### config.mk
export PLATFORM = sky130hd
export DESIGN_NAME = div_iter
export DESIGN_NICKNAME = d
export VERILOG_FILES = /design/src/rtl/div_iter.sv
export SDC_FILE = /design/constraint.sdc
export NUM_CORES = 1
export LEC_CHECK = 0
export ABC_CLOCK_PERIOD_IN_PS = 12490
export CORE_UTILIZATION = 45
export DETAILED_ROUTE_END_ITERATION = 8
export PLACE_DENSITY = 0.66
export SLEW_MARGIN = 5
export SYNTH_ARGS = -nofsm -noshare
export SYNTH_HDL_FRONTEND = slang
export SYNTH_SLANG_ARGS = --single-unit
export TNS_END_PERCENT = 30
### constraint.sdc
create_clock -name clk -period 12.49 [get_ports clk]
set_clock_uncertainty 0.15 [all_clocks]
set_input_delay 2.498 -clock clk [delete_from_list [all_inputs] [get_ports clk]]
set_output_delay 2.498 -clock clk [all_outputs]
set_load 0.05 [all_outputs]
### src/rtl/div_iter.sv
// Iterative radix-2 restoring divider for DIV/DIVU in the EX stage.
// Stalls the pipeline for DATA_W+1 cycles, then pulses res_valid with quotient/remainder.
module div_iter #(
    parameter int DATA_W = 32
) (
    input  logic              clk,
    input  logic              reset,
    input  logic              ex_div,
    input  logic              ex_mdsign,
    input  logic [DATA_W-1:0] ex_A,
    input  logic [DATA_W-1:0] ex_B,
    input  logic              flush,
    output logic              div_stall,
    output logic              res_valid,
    output logic [DATA_W-1:0] res_lo,
    output logic [DATA_W-1:0] res_hi
);

    localparam int ITER  = DATA_W;
    localparam int CNT_W = $clog2(ITER);

    typedef enum logic [1:0] {
        IDLE = 2'd0,
        BUSY = 2'd1,
        DONE = 2'd2
    } state_t;

    function automatic logic [DATA_W-1:0] neg2(input logic [DATA_W-1:0] v);
        return ~v + {{(DATA_W-1){1'b0}}, 1'b1};
    endfunction

    function automatic logic [DATA_W-1:0] mag(input logic [DATA_W-1:0] v, input logic sgn);
        if (sgn && v[DATA_W-1]) begin
            return neg2(v);
        end else begin
            return v;
        end
    endfunction

    state_t             state_q, state_d;
    logic [CNT_W-1:0]   count_q, count_d;
    logic [DATA_W-1:0]  rem_q, rem_d;
    logic [DATA_W-1:0]  quo_q, quo_d;
    logic [DATA_W-1:0]  dvs_q, dvs_d;
    logic               sign_quo_q, sign_quo_d;
    logic               sign_rem_q, sign_rem_d;
    logic               res_valid_q, res_valid_d;
    logic [DATA_W-1:0]  res_lo_q, res_lo_d;
    logic [DATA_W-1:0]  res_hi_q, res_hi_d;

    // The shifted partial remainder carries one extra bit so the trial subtract keeps its borrow.
    logic [DATA_W:0]    shifted_s;
    logic [DATA_W:0]    diff_s;
    logic               q_bit_s;
    logic [DATA_W-1:0]  rem_nx_s;
    logic [DATA_W-1:0]  quo_nx_s;

    // One restoring iteration: shift, trial-subtract, keep or restore.
    always_comb begin
        shifted_s = {rem_q, quo_q[DATA_W-1]};
        diff_s    = shifted_s - {1'b0, dvs_q};
        q_bit_s   = ~diff_s[DATA_W];
        rem_nx_s  = q_bit_s ? diff_s[DATA_W-1:0] : shifted_s[DATA_W-1:0];
        quo_nx_s  = {quo_q[DATA_W-2:0], q_bit_s};
    end

    // Next-state, datapath updates and stall request.
    always_comb begin
        state_d     = state_q;
        count_d     = count_q;
        rem_d       = rem_q;
        quo_d       = quo_q;
        dvs_d       = dvs_q;
        sign_quo_d  = sign_quo_q;
        sign_rem_d  = sign_rem_q;
        res_valid_d = 1'b0;
        res_lo_d    = res_lo_q;
        res_hi_d    = res_hi_q;
        div_stall   = 1'b0;

        case (state_q)
            IDLE: begin
                if (ex_div) begin
                    div_stall  = 1'b1;
                    state_d    = BUSY;
                    quo_d      = mag(ex_A, ex_mdsign);
                    dvs_d      = mag(ex_B, ex_mdsign);
                    sign_quo_d = ex_mdsign & (ex_A[DATA_W-1] ^ ex_B[DATA_W-1]);
                    sign_rem_d = ex_mdsign & ex_A[DATA_W-1];
                    rem_d      = '0;
                    count_d    = '0;
                end else begin
                    state_d = IDLE;
                end
            end
            BUSY: begin
                div_stall = 1'b1;
                rem_d     = rem_nx_s;
                quo_d     = quo_nx_s;
                count_d   = count_q + CNT_W'(1);
                if (count_q == CNT_W'(ITER - 1)) begin
                    state_d     = DONE;
                    res_valid_d = 1'b1;
                    res_lo_d    = sign_quo_q ? neg2(quo_nx_s) : quo_nx_s;
                    res_hi_d    = sign_rem_q ? neg2(rem_nx_s) : rem_nx_s;
                end else begin
                    state_d = BUSY;
                end
            end
            // The divide instruction is still in EX here, so ex_div is not a new request.
            DONE: begin
                state_d = IDLE;
            end
            default: begin
                state_d = IDLE;
            end
        endcase

        if (flush) begin
            state_d     = IDLE;
            count_d     = '0;
            res_valid_d = 1'b0;
            res_lo_d    = res_lo_q;
            res_hi_d    = res_hi_q;
            div_stall   = 1'b0;
        end else begin
            state_d = state_d;
        end
    end

    // State and datapath registers.
    always_ff @(posedge clk or posedge reset) begin
        if (reset) begin
            state_q     <= IDLE;
            count_q     <= '0;
            rem_q       <= '0;
            quo_q       <= '0;
            dvs_q       <= '0;
            sign_quo_q  <= 1'b0;
            sign_rem_q  <= 1'b0;
            res_valid_q <= 1'b0;
            res_lo_q    <= '0;
            res_hi_q    <= '0;
        end else begin
            state_q     <= state_d;
            count_q     <= count_d;
            rem_q       <= rem_d;
            quo_q       <= quo_d;
            dvs_q       <= dvs_d;
            sign_quo_q  <= sign_quo_d;
            sign_rem_q  <= sign_rem_d;
            res_valid_q <= res_valid_d;
            res_lo_q    <= res_lo_d;
            res_hi_q    <= res_hi_d;
        end
    end

    assign res_valid = res_valid_q;
    assign res_lo    = res_lo_q;
    assign res_hi    = res_hi_q;

endmodule

==> impl_metrics.tcl <==
set metrics [dict create \
    port_buffers 134 \
    route.detailed.drc 0 \
    ctsResizeCount 0 \
    avgSynthCellArea_sq_um 8.30 \
    power_density_nw_per_um2 114 \
    wl_per_cell_um 17.9 \
    core-area_sq_um 25300 \
    crit_top_cell "clkdlybuf4s50_1" \
    synthArstFlopShare 1.00 \
    syn_area_sq_um 11700 \
    via_count 10700 \
    numClockSinks 170 \
    p_total_mw 1.59 \
    clockRootBuffer "clkbuf_16" \
    grt_use_total 0.254 \
    via_per_inst 5.81 \
    period_minus_slack_ps 6840 \
    io_pins 135 \
    arrival_ps 4190 \
    grt_max_degree 125 \
    routed_wl_um 32900 \
    synthMuxAreaShare 0.0219 \
    status "finished clean" \
    synth_top_family_by_area "compound AO/OA/AOI/OAI gates" \
    place_area_sq_um 13300 \
    initial_core_util 0.463 \
    dp_hpwl_um 25000 \
    grt_pass1_wl_um 53000 \
    dr.pass1.iters 6 \
    die_h_um 163 \
    pre_cts_slack_ps 5650 \
    relSlewSlack 0.302 \
    worst-setup-path-type "input port to primary output" \
    ys_seq_area_frac 0.363 \
    synth_nets 1519 \
    drtAntennaViolNets 0 \
    fin_setup_tns_ps 0 \
    cp_cell_sequence "clkdlybuf4s50_1 > o21ai_4 > nor2_1 > clkdlybuf4s50_1" \
    p_leak_nw 5.72 \
    row_count 58 \
    synth_compound_area_frac 0.249 \
    syn_inst 1411 \
    worstHoldPathType "register to register" \
    drv_slew 0 \
    synth_top_flop_cell "dfrtp_1" \
    cp-end-kind "primary output" \
    slowest_stage "clkdlybuf4s50_1" \
    clkTransAtPathRegs_ps 70 \
    fin_util 0.548 \
    r2r_slack_ps 5870 \
    cp_max_fo 9 \
    max_stage_delay_ps 810 \
    nets 1606 \
    dieArea_sq_um 26700 \
    fin_area_sq_um 13900 \
    fp.dieW_um 163 \
    yosys.area_share.simple 0.172 \
    finalWorstSetupSlack_ps 5650 \
    cts_buffers 17 \
    drive_gt1_frac 0.0523 \
    rsz0062_at_grt "false" \
    fmax_ghz 0.146 \
    synth_cell_types 78 \
    period_share 0.547 \
    hold_buffers 0 \
    cp-start-kind "input port" \
    ir_drop_uv 92.2 \
    post_cts_buffers 0 \
    synth_fa_ha_area_frac 0.0423 \
    tightest_slew_ps 1050 \
    clock_path_buffers 2 \
    cap_violations 0 \
    htreeDepth 4 \
    yosys_warnings 0 \
    synth_xor_area_frac 0.105 \
    synth_edf_count 0 \
    hold_viol_final 0 \
    place.gp.congestion 0.909 \
    cts_tree "yes" \
    setup_violations 0 \
    antenna_found_initial 0 \
    antenna_cells 0 \
    grt_pass1_vias 9753 \
    grt.overflow.total 0 \
    clock_latency_ps 440 \
    cp.required_ps 9840 \
    drt_iter0_markers 937 \
    synth-seq-cells 170 \
    syn_to_final_growth_pct 18.5 \
]
-- flip-flops by register name (all words and copies together), names as in the netlist --
signal,cells
dvs_q,32
quo_q,32
rem_q,32
res_hi,32
res_lo,32
count_q,5
state_q,2
res_valid,1
sign_quo_q,1
sign_rem_q,1
-- critical path: cells and delay by family --
family | cells | cell delay, ps
buffers and inverters | 2 | 1530
and+or+nand+nor | 1 | 90
AOI/OAI and AO/OA | 1 | 70
-- layer usage --
layer  vias to the layer above  part of all wire  global-route usage
li1                       5227                 -                   -
met1                      5045              0.51               0.402
met2                       378              0.40               0.353
met3                        40             0.070              0.0394
met4                         0             0.016              0.0646
met5                         -                 0                   0
-- area by class of cell --
type | instances | area [sq um]
Fill cell | 2367 | 11400
Multi-Input combinational cell | 1104 | 6950
Sequential cell | 170 | 4250
Timing Repair Buffer | 144 | 1420
Clock buffer | 19 | 453
Tap cell | 330 | 413
Inverter | 61 | 234
Clock inverter | 12 | 165
-- path summary, 6_finish.rpt --
| path | from | to | cells past startpoint |
|---|---|---|---|
| hold / removal | res_hi[8] | res_hi[8] | 2 |
| setup / recovery | ex_div | div_stall | 4 |
| setup reg to reg | quo_q[31] | res_lo[26] | 22 |
| min in group asynchronous | reset | res_lo[23] | 2 |
| hold reg to reg | res_hi[8] | res_hi[8] | 2 |
| max in group asynchronous | reset | res_hi[19] | 3 |
-- logic make-up (layout without fill, tap and decap cells) --
| kind of cell | count (synthesis) | in the layout |
|---|---|---|
| flops | 170 | 170 |
| simple gates | 428 | 428 |
| fa+ha+maj | 39 | 39 |
| compound gates | 472 | 472 |
| mux | 24 | 24 |
| xor+xnor | 141 | 141 |
| buf+inv | 137 | 236 |
-- power by group --
| part | switching [mW] | internal [mW] |
|---|---|---|
| logic | 0.231 | 0.150 |
| registers | 0.0526 | 0.586 |
| clock network | 0.241 | 0.328 |
-- per-stage QoR --
step	std cells	hold slack [ps]
4_1_cts	1840	334
5_1_grt	1840	354
2_1_floorplan	1411	300
3_3_place_gp	1809	310
3_5_place_dp	1809	319
6_report	1840	326
-- cell usage in the layout, fill, tap and decap left out, types with 9 or more instances in the layout --
cell             synthesis  routed
buf_4                    2      10
nand4_1                 12      12
o22ai_1                 13      13
nand2b_1                 9       9
nor4_1                  13      13
o21ai_0                198     197
nand2_1                207     207
a31oi_1                  9       9
xnor2_1                 72      72
a21o_1                  14      14
or2_2                   10      10
dfrtp_1                170     170
o41ai_1                  9       9
nor3_1                  27      27
or3_1                   20      20
clkbuf_16                0      17
mux2i_1                 20      20
o211ai_1                13      13
a22oi_1                 26      26
or4_1                   13      13
o21a_1                  11      11
xor2_1                  69      69
nand3_1                 12      11
inv_1                   59      58
clkdlybuf4s50_1          0     134
a21oi_1                 91      91
nor2_1                  66      64
ha_1                    38      38
o31ai_1                 25      25
-- Yosys cell counts, drive strengths merged (4+ instances only) --
cell type	instances	area (sq um)
dfrtp	170	4250
and2	6	37.5
a31oi	9	56.3
o21ai	206	1030
nand3b	6	45.0
o41ai	13	144
and3	5	31.3
nor2b	6	37.5
a22oi	26	195
xor2	69	604
mux2i	21	223
xnor2	72	631
o31ai	26	200
or2	10	62.6
or4	15	120
a221o	4	40.0
a21o	14	105
nor2	66	248
a21oi	92	464
nand4	12	75.1
clkbuf	59	221
inv	60	225
nand3	12	60.1
a211oi	9	85.1
o31a	5	43.8
nor4	13	81.3
nand2b	9	56.3
nand2	207	777
nor3	27	135
o22ai	14	93.8
o211ai	14	119
o311ai	4	35.0
ha	38	475
buf	17	87.6
or3	21	136
o21a	11	82.6
o2111ai	4	35.0
Note: power is estimated with default switching activity, not from simulation.
==> edit 1: new RTL, config.mk and constraints unchanged <==
Take the reset off `res_lo_q` and load it in a clocked block of its own.
--- a/src/rtl/div_iter.sv
+++ b/src/rtl/div_iter.sv
@@ -139,7 +139,6 @@
             sign_quo_q  <= 1'b0;
             sign_rem_q  <= 1'b0;
             res_valid_q <= 1'b0;
-            res_lo_q    <= '0;
             res_hi_q    <= '0;
         end else begin
             state_q     <= state_d;
@@ -150,9 +149,12 @@
             sign_quo_q  <= sign_quo_d;
             sign_rem_q  <= sign_rem_d;
             res_valid_q <= res_valid_d;
-            res_lo_q    <= res_lo_d;
             res_hi_q    <= res_hi_d;
         end
+    end
+
+    always_ff @(posedge clk) begin
+        res_lo_q <= res_lo_d;
     end
 
     assign res_valid = res_valid_q;
Function: same outputs for any inputs over 10 cycles, from zero or initial values and one cycle with reset high; that may be too few to reach the edited logic, so the function may still have changed.
==> edit 1 against the unedited design <==
- sequential cell count stayed put
- synthesized cell count is 2.6% lower
- synthesized area is 1.0% higher
- final area is 0.50% higher
- worst hold slack better by 0.0059 ns
- routed wire length is 2.1% higher
- critical path type unchanged
- setup slack worse by 0.050 ns
Power is not compared: it rests on default switching activity, and its combinational part moved more than twofold at a synthesized area within 25%.
==> edit 1: results <==
export IMPL_status="completed"
export IMPL_cts_root_buf="clkbuf_16"
export IMPL_post_dp_hpwl_um=25200
export IMPL_fillers=2361
export IMPL_multi_input_cells=1076
export IMPL_final_cells=1814
export IMPL_clock_area_share_pct=4.23
export IMPL_whs_endpoint="dvs_q[25]"
export IMPL_buf_share_pct=10.2
export IMPL_num_nets_final=1579
export IMPL_grt_usage_pct=25.8
export IMPL_min_delay_start="dvs_q[25]"
export IMPL_nClkBuffers=18
export IMPL_grt_util_met1_pct=40.5
export IMPL_synth_edf_count=32
export IMPL_pre_cts_ws_ns=5.61
export IMPL_wl_met3_um=2320
export IMPL_inverters=62
export IMPL_grt_pass1_wl_um=54300
export IMPL_grt_pass1_vias=9999
export IMPL_gr_usage_met2_pct=37.7
export IMPL_placed_cell_area_um2=13400
export IMPL_synthCells=1375
export IMPL_synthTopCellsByCount="nand2_1 (169), o21ai_0 (167), dfrtp_1 (138)"
export IMPL_synthMuxAreaShare_pct=2.71
export IMPL_synth_distinct_cells=97
export IMPL_post_route_util_pct=54.8
export IMPL_grt_max_degree=80
export IMPL_via_count=10800
export IMPL_synthArstFlopShare_pct=81.2
export IMPL_wire_per_inst_um=18.5
export IMPL_synth_xor_area_share_pct=9.18
export IMPL_max_stage_delay_ns=0.81
export IMPL_slew_headroom_pct=31.3
export IMPL_p_sw_mw=1.37
export IMPL_drt_iter0_markers=1178
export IMPL_multi_input_area_share_pct=49.3
export IMPL_use_met3_pct=3.03
export IMPL_cp_arrival_ns=4.24
export IMPL_drive_gt1_share_pct=5.86
export IMPL_holdWs_ns=0.332
export IMPL_synthTopCellsByArea="dfrtp_1 (29%), edfxtp_1 (8.1%), o21ai_0 (7.1%)"
export IMPL_seq_area_frac_synth_pct=37.3
export IMPL_synth_compound_area_share_pct=24.0
export IMPL_regArea_um2=4410
export IMPL_pwr_share_comb_pct=55.0
export IMPL_place_congestion=0.926
export IMPL_worst_r2r_path_depth=21
export IMPL_wl_met1_um=16800
export IMPL_r2r_end="res_hi[30]"
export IMPL_dieArea_um2=27000
edit 1: cell types whose count changed in the layout (fill, tap and decap cells not counted), moves of 9 or more:
cell	unedited run	this run
and2_1	6	17
o21ai_0	197	166
xnor2_1	72	95
or2_2	10	1
nand3_1	11	20
dfrtp_1	170	138
xor2_1	69	29
nor2_1	64	82
nand2_1	207	169
edfxtp_1	0	32
edit 1: worst max path at each step:
| stage | start | endpoint | slack [ns] | cells past startpoint |
|---|---|---|---|---|
| 2_1_floorplan | ex_div | div_stall | 5.92 | 5 |
| 3_3_place_gp | ex_div | div_stall | 5.60 | 4 |
| 3_5_place_dp | ex_div | div_stall | 5.61 | 4 |
| 4_1_cts | ex_div | div_stall | 5.61 | 4 |
| 5_1_grt | quo_q[31] | res_hi[30] | 5.32 | 21 |
| 6_report | ex_div | div_stall | 5.60 | 4 |
==> edit 2: new RTL, same flow settings <==
Made on the original files. Change the parameter `DATA_W` from 32 to 64.
--- a/src/rtl/div_iter.sv
+++ b/src/rtl/div_iter.sv
@@ -1,7 +1,7 @@
 // Iterative radix-2 restoring divider for DIV/DIVU in the EX stage.
 // Stalls the pipeline for DATA_W+1 cycles, then pulses res_valid with quotient/remainder.
 module div_iter #(
-    parameter int DATA_W = 32
+    parameter int DATA_W = 64
 ) (
     input  logic              clk,
     input  logic              reset,
Interface: changed (resized ex_A, ex_B, res_hi and res_lo); port bits go from 135 to 263. The function was not compared with the original's and may differ.
==> edit 2 against the unedited design <==
- sequential cell count increased by 161
- final area increased by 110%
- critical path depth increased by 19
- setup slack got worse by 0.33 ns
- critical path type is now reg -> reg
- register-to-register slack got worse by 0.55 ns
- synthesized area increased by 110%
- routed wire length increased to 2.7 times the old value
- largest power group unchanged
- power increased by 110%
- maximum frequency decreased by 4.6%
==> edit 2: results <==
export IMPL_synthTopCellsByArea="dfrtp_1 (33%), o21ai_0 (8.5%), nand2_1 (7.6%)"
export IMPL_multi_input_cells=2569
export IMPL_htreeDepth=2
export IMPL_seq_area_frac_synth_pct=33.2
export IMPL_slew_headroom_pct=18.2
export IMPL_worstReg2RegStart="quo_q[63]"
export IMPL_wl_met2_um=42200
export IMPL_place_congestion=1.02
export IMPL_clock_area_share_pct=4.26
export IMPL_wire_per_inst_um=21.8
export IMPL_grt_usage_pct=31.4
export IMPL_status="completed"
export IMPL_worst_r2r_path_depth=23
export IMPL_placed_cell_area_um2=28000
export IMPL_total_leakage_power_nw=12.0
export IMPL_antenna_found_initial=1
export IMPL_cp_arrival_ns=7.43
export IMPL_io_buffers=262
export IMPL_synthTopCellsByCount="nand2_1 (507), o21ai_0 (423), dfrtp_1 (331)"
export IMPL_grt_pass1_vias=23800
export IMPL_area_growth_pct=17.2
export IMPL_max_stage_delay_ns=0.56
export IMPL_multi_input_area_um2=15600
export IMPL_nFlopsAndLatches=331
export IMPL_gr_usage_met2_pct=51.9
export IMPL_clk_path_buf_depth=3
export IMPL_post_dp_hpwl_um=69200
export IMPL_drive_gt1_share_pct=4.46
export IMPL_grt_util_met1_pct=42.3
export IMPL_cts_made_buffers=39
export IMPL_min_delay_start="res_hi[26]"
export IMPL_grt_pass1_wl_um=138000
export IMPL_grt_max_degree=167
edit 2: cell count changes after synthesis, sizes merged, moves of 41 or more:
cell and delta:
o21ai +253, nor2 +137, nand2 +300, nand4 +43
clkbuf +69, dfrtp +161, a21oi +109, xor2 +63
xnor2 +70, nor3 +53, inv +41
edit 2: critical path, delay by kind of cell (launching register included):
family	cells	cell delay (ns)
AND/OR/NAND/NOR	9	2.27
AO/OA/AOI/OAI	7	2.07
adder cells (fa/ha/maj)	3	0.98
buffers and inverters	3	0.80
flip-flops	1	0.50
XOR/XNOR	1	0.21
edit 2: report_power, final:
| part | internal, mW | leakage, nW | total [mW] | switching, mW |
|---|---|---|---|---|
| Sequential | 1.16 | 4.12 | 1.26 | 0.0953 |
| Combinational | 0.344 | 7.23 | 1.00 | 0.658 |
| Clock | 0.641 | 0.613 | 1.13 | 0.488 |
edit 2: logic make-up (layout without fill, tap and decap cells):
logic type,count (synthesis),after routing,synth area share [%]
AO/OA/AOI/OAI,1031,1031,25.4
flip-flops,331,331,33.2
AND/OR/NAND/NOR,1142,1142,21.6
adder cells (fa/ha/maj),70,70,3.54
XOR/XNOR,274,274,9.61
multiplexers,52,52,2.11
buffers and inverters,282,460,4.61
edit 2: through the flow:
step / std cells / setup WS, ns
2_1_floorplan: 3182 / 0.674
3_3_place_gp: 4028 / 5.36
3_5_place_dp: 4028 / 5.39
4_1_cts: 4099 / 5.39
5_1_grt: 4099 / 4.84
6_report: 4099 / 5.32
edit 2: final timing paths:
check                                   to  slack, ns
worst min register to register  res_hi[26]       0.33
worst max-delay path            res_lo[60]       5.32
worst min-delay path            res_hi[26]       0.33
max in group asynchronous         dvs_q[9]       8.44
worst max register to register  res_lo[60]       5.32
min in group asynchronous       res_lo[16]       2.25
